[src/rtl/mem_arbiter_pkg.sv]
// mem_arb_pkg: shared defaults, FSM state and requester-index type for mem_arbiter
package mem_arb_pkg;
  localparam int NUM_REQ_DEF = 4;
  localparam int ADDR_W_DEF = 14;
  localparam int DATA_W_DEF = 16;
  localparam int TIMEOUT_DEF = 10;
  localparam int WR_AGE_MAX_DEF = 8;
  typedef enum logic [1:0] {IDLE, ISSUE, WAIT, DONE} state_t;
  typedef logic [7:0] req_idx_t;
endpackage

[src/rtl/mem_arbiter_if.sv]
// mem_arbiter_if: requester and memory-side signals of mem_arbiter
interface mem_arbiter_if import mem_arb_pkg::*; #(
  parameter int NUM_REQ = NUM_REQ_DEF,
  parameter int ADDR_W = ADDR_W_DEF,
  parameter int DATA_W = DATA_W_DEF
);
  logic [NUM_REQ-1:0] req_valid;
  logic [NUM_REQ-1:0] req_write;
  logic [NUM_REQ-1:0][ADDR_W-1:0] req_addr;
  logic [NUM_REQ-1:0][DATA_W-1:0] req_wdata;
  logic [NUM_REQ-1:0] resp_valid;
  logic resp_error;
  logic [DATA_W-1:0] resp_rdata;
  logic mem_en;
  logic mem_we;
  logic [ADDR_W-1:0] mem_addr;
  logic [DATA_W-1:0] mem_wdata;
  logic [DATA_W-1:0] mem_rdata;
  logic mem_ready;
  modport slave (
    input req_valid, req_write, req_addr, req_wdata, mem_rdata, mem_ready,
    output resp_valid, resp_error, resp_rdata, mem_en, mem_we, mem_addr, mem_wdata
  );
  modport master (
    output req_valid, req_write, req_addr, req_wdata, mem_rdata, mem_ready,
    input resp_valid, resp_error, resp_rdata, mem_en, mem_we, mem_addr, mem_wdata
  );
endinterface

[src/rtl/mem_arbiter_rr_pick.sv]
// rr_pick: one-hot round-robin pick, searching from last+1 upward with wrap
module rr_pick import mem_arb_pkg::*; #(
  parameter int N = NUM_REQ_DEF
) (
  input  logic [N-1:0] req,
  input  req_idx_t     last,
  output logic [N-1:0] grant,
  output logic         valid
);
  assign valid = |req;
  always_comb begin
    grant = '0;
    for (int i = N; i >= 1; i--)
      for (int k = 0; k < N; k++)
        if (req[k] && k == (int'(last) + i) % N) begin
          grant = '0;
          grant[k] = 1'b1;
        end
  end
endmodule

[src/rtl/mem_arbiter.sv]
// mem_arbiter: read-priority round-robin memory arbiter with write aging and WAIT timeout
module mem_arbiter import mem_arb_pkg::*; #(
  parameter int NUM_REQ = NUM_REQ_DEF,
  parameter int ADDR_W = ADDR_W_DEF,
  parameter int DATA_W = DATA_W_DEF,
  parameter int TIMEOUT = TIMEOUT_DEF,
  parameter int WR_AGE_MAX = WR_AGE_MAX_DEF
) (
  input logic clk,
  input logic reset,
  mem_arbiter_if.slave bus
);
  localparam int CNT_W = $clog2(TIMEOUT + 1);
  localparam int AGE_W = $clog2(WR_AGE_MAX + 1);
  state_t state, state_nxt;
  logic [NUM_REQ-1:0] rd_req, wr_req, rd_gnt, wr_gnt, win, gnt_q;
  logic rd_any, wr_any, use_wr, timeout, we_q, err_q;
  req_idx_t last_grant, win_idx, id_q;
  logic [ADDR_W-1:0] addr_sel, addr_q;
  logic [DATA_W-1:0] wdata_sel, wdata_q, rdata_q;
  logic [CNT_W-1:0] cnt;
  logic [AGE_W-1:0] wr_age;
  assign rd_req = bus.req_valid & ~bus.req_write;
  assign wr_req = bus.req_valid & bus.req_write;
  assign use_wr = wr_any && (!rd_any || wr_age == AGE_W'(WR_AGE_MAX));
  assign win = use_wr ? wr_gnt : rd_gnt;
  assign timeout = cnt == CNT_W'(TIMEOUT - 1);
  rr_pick #(.N(NUM_REQ)) u_rd (.req(rd_req), .last(last_grant), .grant(rd_gnt), .valid(rd_any));
  rr_pick #(.N(NUM_REQ)) u_wr (.req(wr_req), .last(last_grant), .grant(wr_gnt), .valid(wr_any));
  always_comb begin
    win_idx = '0;
    addr_sel = '0;
    wdata_sel = '0;
    for (int k = 0; k < NUM_REQ; k++)
      if (win[k]) begin
        win_idx = req_idx_t'(k);
        addr_sel = bus.req_addr[k];
        wdata_sel = bus.req_wdata[k];
      end
  end
  always_ff @(posedge clk)
    state <= reset ? IDLE : state_nxt;
  always_comb begin
    state_nxt = state;
    case (state)
      IDLE:    state_nxt = |bus.req_valid ? ISSUE : IDLE;
      ISSUE:   state_nxt = WAIT;
      WAIT:    state_nxt = (bus.mem_ready || timeout) ? DONE : WAIT;
      default: state_nxt = IDLE;
    endcase
  end
  // every output is forced low while reset is high, whatever the state register holds
  always_comb begin
    bus.mem_en = !reset && state == ISSUE;
    bus.mem_we = !reset && state == ISSUE && we_q;
    bus.mem_addr = reset ? '0 : addr_q;
    bus.mem_wdata = reset ? '0 : wdata_q;
    bus.resp_valid = (!reset && state == DONE) ? gnt_q : '0;
    bus.resp_error = !reset && state == DONE && err_q;
    bus.resp_rdata = (!reset && state == DONE && !we_q && !err_q) ? rdata_q : '0;
  end
  always_ff @(posedge clk) begin
    if (reset) begin
      last_grant <= req_idx_t'(NUM_REQ - 1);
      wr_age <= '0;
      cnt <= '0;
      id_q <= '0;
      gnt_q <= '0;
      we_q <= 1'b0;
      err_q <= 1'b0;
      addr_q <= '0;
      wdata_q <= '0;
      rdata_q <= '0;
    end else begin
      if (state == IDLE && |bus.req_valid) begin
        id_q <= win_idx;
        gnt_q <= win;
        we_q <= use_wr;
        addr_q <= addr_sel;
        wdata_q <= wdata_sel;
        err_q <= 1'b0;
        rdata_q <= '0;
        if (use_wr) wr_age <= '0;
        else if (wr_any && wr_age != AGE_W'(WR_AGE_MAX)) wr_age <= wr_age + 1'b1;
      end
      if (state == ISSUE) cnt <= '0;
      if (state == WAIT) begin
        cnt <= cnt + 1'b1;
        if (bus.mem_ready) rdata_q <= bus.mem_rdata;
        else if (timeout) err_q <= 1'b1;
      end
      if (state == DONE) last_grant <= id_q;
    end
  end
endmodule
[src/flat_wrapper.sv]
// flat-port wrapper written by rule: the top's interface ports become plain ports
module mem_arbiter_flat import mem_arb_pkg::*;
#(
  parameter int NUM_REQ = NUM_REQ_DEF,
  parameter int ADDR_W = ADDR_W_DEF,
  parameter int DATA_W = DATA_W_DEF,
  parameter int TIMEOUT = TIMEOUT_DEF,
  parameter int WR_AGE_MAX = WR_AGE_MAX_DEF
)
  (clk, reset, bus_req_valid, bus_req_write, bus_req_addr, bus_req_wdata, bus_mem_rdata, bus_mem_ready, bus_resp_valid, bus_resp_error, bus_resp_rdata, bus_mem_en, bus_mem_we, bus_mem_addr, bus_mem_wdata);
  mem_arbiter_if #(.NUM_REQ(NUM_REQ), .ADDR_W(ADDR_W), .DATA_W(DATA_W)) bus_i ();
  input logic clk;
  input logic reset;
  input wire logic [$bits(bus_i.req_valid)-1:0] bus_req_valid;
  input wire logic [$bits(bus_i.req_write)-1:0] bus_req_write;
  input wire logic [$bits(bus_i.req_addr)-1:0] bus_req_addr;
  input wire logic [$bits(bus_i.req_wdata)-1:0] bus_req_wdata;
  input wire logic [$bits(bus_i.mem_rdata)-1:0] bus_mem_rdata;
  input wire logic [$bits(bus_i.mem_ready)-1:0] bus_mem_ready;
  output wire logic [$bits(bus_i.resp_valid)-1:0] bus_resp_valid;
  output wire logic [$bits(bus_i.resp_error)-1:0] bus_resp_error;
  output wire logic [$bits(bus_i.resp_rdata)-1:0] bus_resp_rdata;
  output wire logic [$bits(bus_i.mem_en)-1:0] bus_mem_en;
  output wire logic [$bits(bus_i.mem_we)-1:0] bus_mem_we;
  output wire logic [$bits(bus_i.mem_addr)-1:0] bus_mem_addr;
  output wire logic [$bits(bus_i.mem_wdata)-1:0] bus_mem_wdata;
  assign bus_i.req_valid = bus_req_valid;
  assign bus_i.req_write = bus_req_write;
  assign bus_i.req_addr = bus_req_addr;
  assign bus_i.req_wdata = bus_req_wdata;
  assign bus_i.mem_rdata = bus_mem_rdata;
  assign bus_i.mem_ready = bus_mem_ready;
  assign bus_resp_valid = bus_i.resp_valid;
  assign bus_resp_error = bus_i.resp_error;
  assign bus_resp_rdata = bus_i.resp_rdata;
  assign bus_mem_en = bus_i.mem_en;
  assign bus_mem_we = bus_i.mem_we;
  assign bus_mem_addr = bus_i.mem_addr;
  assign bus_mem_wdata = bus_i.mem_wdata;
  mem_arbiter #(.NUM_REQ(NUM_REQ), .ADDR_W(ADDR_W), .DATA_W(DATA_W), .TIMEOUT(TIMEOUT), .WR_AGE_MAX(WR_AGE_MAX)) u_core (.clk(clk), .reset(reset), .bus(bus_i));
endmodule
[config.mk]
export PLATFORM = sky130hd
export DESIGN_NAME = mem_arbiter_flat
export DESIGN_NICKNAME = d
export VERILOG_FILES = /design/src/rtl/mem_arbiter_pkg.sv /design/src/rtl/mem_arbiter_if.sv /design/src/rtl/mem_arbiter_rr_pick.sv /design/src/rtl/mem_arbiter.sv /design/src/flat_wrapper.sv
export SDC_FILE = /design/constraint.sdc
export NUM_CORES = 1
export LEC_CHECK = 0
export ABC_CLOCK_PERIOD_IN_PS = 4100
export CAP_MARGIN = 20
export CORE_UTILIZATION = 44
export DETAILED_ROUTE_END_ITERATION = 7
export GPL_TIMING_DRIVEN = 0
export PLACE_DENSITY = 0.95
export SLEW_MARGIN = 25
export SYNTH_ARGS = -nofsm -noshare
export SYNTH_HDL_FRONTEND = slang
export SYNTH_SLANG_ARGS = --single-unit
[constraint.sdc]
create_clock -name clk -period 4.1 [get_ports clk]
set_input_delay 0.82 -clock clk [delete_from_list [all_inputs] [get_ports clk]]
set_output_delay 0.82 -clock clk [all_outputs]
set_load 0.01 [all_outputs]
Word-level counts from Yosys, hierarchy flattened:

Cells that the tools add are included.

* register bits after elaboration: 66
* output and inout bits: 53

* $add $sub $neg: 6
* eq/ne operators: 18
* muxes and demuxes: 62
* bitwise gates (word level): 7
* reduce and logical (&&, ||, !) cells: 62

Operators by type and width (number)
* $mux 16: 9
* $mux 4: 36
* $logic_not 32->1: 4
* $mux 14: 5
* $logic_and 1x1->1: 41
* $eq 3x3->1 const A: 8
* $eq 2x3->1 const A: 4
* $reduce_or 4->1: 3
* $mux 1: 9
* $add 4x1->4 const B: 2
* $and 4x4->4: 2
* $eq 4x4->1 const B: 2
* $reduce_or 2->1: 4
* $pmux 2 s3: 1
* $add 2x1->2 const B: 2
* $add 2x2->2 const B: 2
* $and 1x1->1 const A: 4
* $eq 2x2->1 const B: 2
* $logic_not 1->1: 4
* $mux 2: 2
* $ne 4x4->1 const B: 1
* $not 4->4: 1
* $reduce_bool 2->1: 2
* $eq 2x1->1 const B: 1
* 3 further kinds: 4

Longest topological paths before layout:

* depth in word-level cells: 26
* depth in mapped cells: 9
* gate-level depth less buffers: 8

Cells and area by module:

Synthesis repeated with hierarchy kept, for this count alone.

* cells, all modules: 534
* area total of the unflattened synthesis: 4186.5 µm²

Modules (own cells, without submodules)
* mem_arbiter: times used 1, cells an instance 500, area an instance 3988.8 µm², seq. area each 1321.3 µm²
* rr_pick: times used 2, cells an instance 17, area an instance 98.8 µm², seq. area each 0.0 µm²

Worst setup path after synthesis:

Ideal clock, no wire load.

* path type: input port to output port
* from: in reset
* to: out bus_resp_rdata[10]
* arrival: 2.019 ns
* required time: 3.280 ns
* setup slack: 1.261 ns
* cell stages on the path: 5
* path through: clkbuf_1 nor2b_1 nor3b_1 clkbuf_1 and2_1

* longest elaborated chain between the ends: 5

Ends and longest elaborated chain
* start: declaration: RTL line flat_wrapper.sv:13 `input logic reset;`
* $logic_not 1->1: RTL line mem_arbiter.sv:60 `bus.resp_rdata = (!reset && state == DONE && !we_q && !err_q) ? rdata_q : '0;`
* $logic_and 1x1->1 (3 in series): RTL line mem_arbiter.sv:60
* $mux 16: RTL line mem_arbiter.sv:60
* end: declaration: RTL line flat_wrapper.sv:22 `output wire logic [$bits(bus_i.resp_rdata)-1:0] bus_resp_rdata;`

No other way between the ends.

Worst setup path after layout:

* from: in reset
* to: out bus_resp_rdata[2]

The elaborated chain is that of the path after synthesis.

==> flow_summary.json <==
{
  "post_cts_buffers": 0,
  "synth_mux_area_frac": 0.00250,
  "grt.overflow.total": 0,
  "p_comb_frac": 0.462,
  "total_power_mw": 2.56,
  "peakVddDrop_mv": 0.195,
  "ys_types": 54,
  "fin_util": 0.720,
  "synth_edf_count": 0,
  "area_growth_pct": 57.5,
  "dp_slack_ns": 0.221,
  "core.rowCount": 34,
  "drv_slew": 0,
  "core-area_um2": 8760,
  "rsz0062_at_grt": "false",
  "fin_cells": 780,
  "grt_use_total": 0.309,
  "required_ns": 3.28,
  "p_sw_frac": 0.384,
  "syn_nets": 614,
  "synth_area_um2": 4000,
  "portBuffers": 197,
  "io_pins": 200,
  "drt-initial-drc-count": 251,
  "dpl.cell_count": 764,
  "final-hold-violation-count": 0,
  "synth_top_family_by_area": "compound AO/OA/AOI/OAI gates",
  "synth.top_cell.area_share": 0.330,
  "fin_ws_ns": 0.379,
  "cp-start-kind": "input port",
  "synth_area_leaders": "dfxtp_1, a221oi_2, o221ai_1",
  "grt_pass1_wl_um": 23300,
  "switchingPower_uw": 984,
  "antenna_cells": 0,
  "end_kind": "primary output",
  "htreeDepth": 3,
  "hp-class": "flip-flop to flip-flop",
  "place_area_um2": 6110,
  "avgViaCountPerCell": 5.90,
  "synth-xor-area-share": 0,
  "antenna_left": 0,
  "synth_seq_area_share": 0.330,
  "gp_congestion": 0.917,
  "cts_buffers": 9,
  "synthCells": 459,
  "via_count": 4599,
  "max-slew-margin-rel": 0.480,
  "cts_buffer_depth": 2,
  "leakage_nw": 2.34,
  "final_layout_size_suffix_gt1_frac": 0.107,
  "arrival_ns": 2.90,
  "layout_min_cycle_time_ns": 3.72,
  "wl_per_cell_um": 19.1,
  "root_buffer": "clkbuf_8",
  "path_max_fanout": 10,
  "yosys_warnings": 0,
  "intPower_mw": 1.58,
  "fp.dieW_um": 97.4,
  "start_util": 0.457,
  "yosys.area_share.adder": 0.0250,
  "setup_viol": 0,
  "outcome": "finished, final reports clean",
  "drv_cap": 0,
  "die_h_um": 97.4,
  "drc": 0,
  "design_area_um2": 6310,
  "p_clk_frac": 0.196,
  "skew_ns": 0.00972,
  "detailed_place_hpwl_um": 11400,
  "wl_um": 14900,
  "worstSetupPathType": "input port to primary output",
  "dieArea_um2": 9480,
  "mostFrequentLayoutCell": "clkdlybuf4s50_1",
  "ys_seq_elements": 66,
  "whs_ns": 0.465,
  "cts_sinks": 66,
  "clk_pin_slew_worst_paths_ns": 0.08,
  "synth_flop_cell": "dfxtp_1",
  "clk_latency_ns": 0.35,
  "setup_tns_ns": 0,
  "p_per_area_nw_per_um2": 407,
  "synth-simple-area-share": 0.218,
  "worst_pin_slew_ns": 0.777,
  "mostFrequentLayoutCells": "clkdlybuf4s50_1, dfxtp_1, inv_1",
  "syn_avg_cell_area_um2": 8.72,
  "firstDrtPassIters": 6,
  "grt_antenna_before_repair": 0,
  "synth_compound_area_frac": 0.340,
  "grt_max_degree": 13,
  "grt_pass1_vias": 4687,
  "cts_tree": "done",
  "fin_crit_sh": 0.908,
  "p_seq_frac": 0.342,
  "layout.nets": 822,
  "async_flop_share": 0,
  "synth_top_cell_by_area": "dfxtp_1",
  "fmax_mhz": 269
}
-- state kept, by name, summed over array words and instances (netlist names) --
name               flops
u_core.wr_age          4
u_core.rdata_q        16
u_core.err_q           1
u_core.gnt_q           4
u_core.state           2
u_core.id_q            2
u_core.cnt             4
u_core.addr_q         14
u_core.we_q            1
u_core.last_grant      2
u_core.wdata_q        16
-- worst max-delay path, stage by stage --
cell and delay, ns:
clkbuf_1 0.26, nor2b_1 0.36, nor3b_2 0.39, clkbuf_1 0.33, and2_1 0.19, clkdlybuf4s50_1 0.55
-- worst paths after layout --
kind / start / end / slack [ns] / cells past startpoint
worst max-delay path: reset / bus_resp_rdata[2] / 0.38 / 6
worst min-delay path: u_core.rdata_q[13]$_SDFF_PP0_ / u_core.rdata_q[13]$_SDFF_PP0_ / 0.46 / 2
worst max register to register: u_core.wr_age[0]$_SDFFE_PP0P_ / u_core.wdata_q[14]$_SDFFE_PP0P_ / 1.45 / 9
worst min register to register: u_core.rdata_q[13]$_SDFF_PP0_ / u_core.rdata_q[13]$_SDFF_PP0_ / 0.46 / 2
-- synthesized netlist by cell type (all sizes together), types with 4 or more instances --
master / n
a21oi: 30
a221oi: 30
a22oi: 34
and2: 26
buf: 12
clkbuf: 26
dfxtp: 66
ha: 8
inv: 39
nand2: 33
nand3: 21
nand3b: 4
nor2: 20
nor2b: 35
nor3: 5
nor3b: 4
o21ai: 8
o221ai: 31
-- metal layers --
metal	wire length (um)	part of all wire	up-vias	track usage
met1	5550	0.37	2163	0.339
met4	694	0.047	0	0.160
met3	1150	0.077	58	0.0712
met2	7500	0.50	261	0.554
li1	-	-	2117	-
met5	0	0	-	0
-- what timing repair did --
action	in CTS	in global routing
endpoints found under the setup margin	0	10
gates resized for setup	0	1
hold buffers	0	0
-- power groups by stage --
stage / Combinational, mW / Sequential, mW / Clock (mW)
after CTS: 1.17 / 0.873 / 0.506
after floorplan: 0.710 / 0.862 / 0
final: 1.18 / 0.878 / 0.502
after detailed placement: 1.16 / 0.887 / 0
after global routing: 1.28 / 0.890 / 0.532
after global placement: 1.12 / 0.873 / 0
-- kinds of logic (layout without fill, tap and decap cells) --
kind of cell    after synthesis  in the layout
fa+ha+maj                     8              8
simple gates                156            156
buf+inv                      78            291
flops                        66             66
compound gates              150            150
mux                           1              1
-- area by class of cell --
cell class / count / area [um^2]
well taps: 108 / 135
inverters: 40 / 150
multi-input cells: 315 / 2360
plain buffers: 38 / 185
clock buffers: 10 / 138
clock inverters: 6 / 42.5
flip-flops and latches: 66 / 1320
fillers: 631 / 2460
repair buffers: 197 / 1970
No activity file was read; power rests on OpenSTA's default activity.
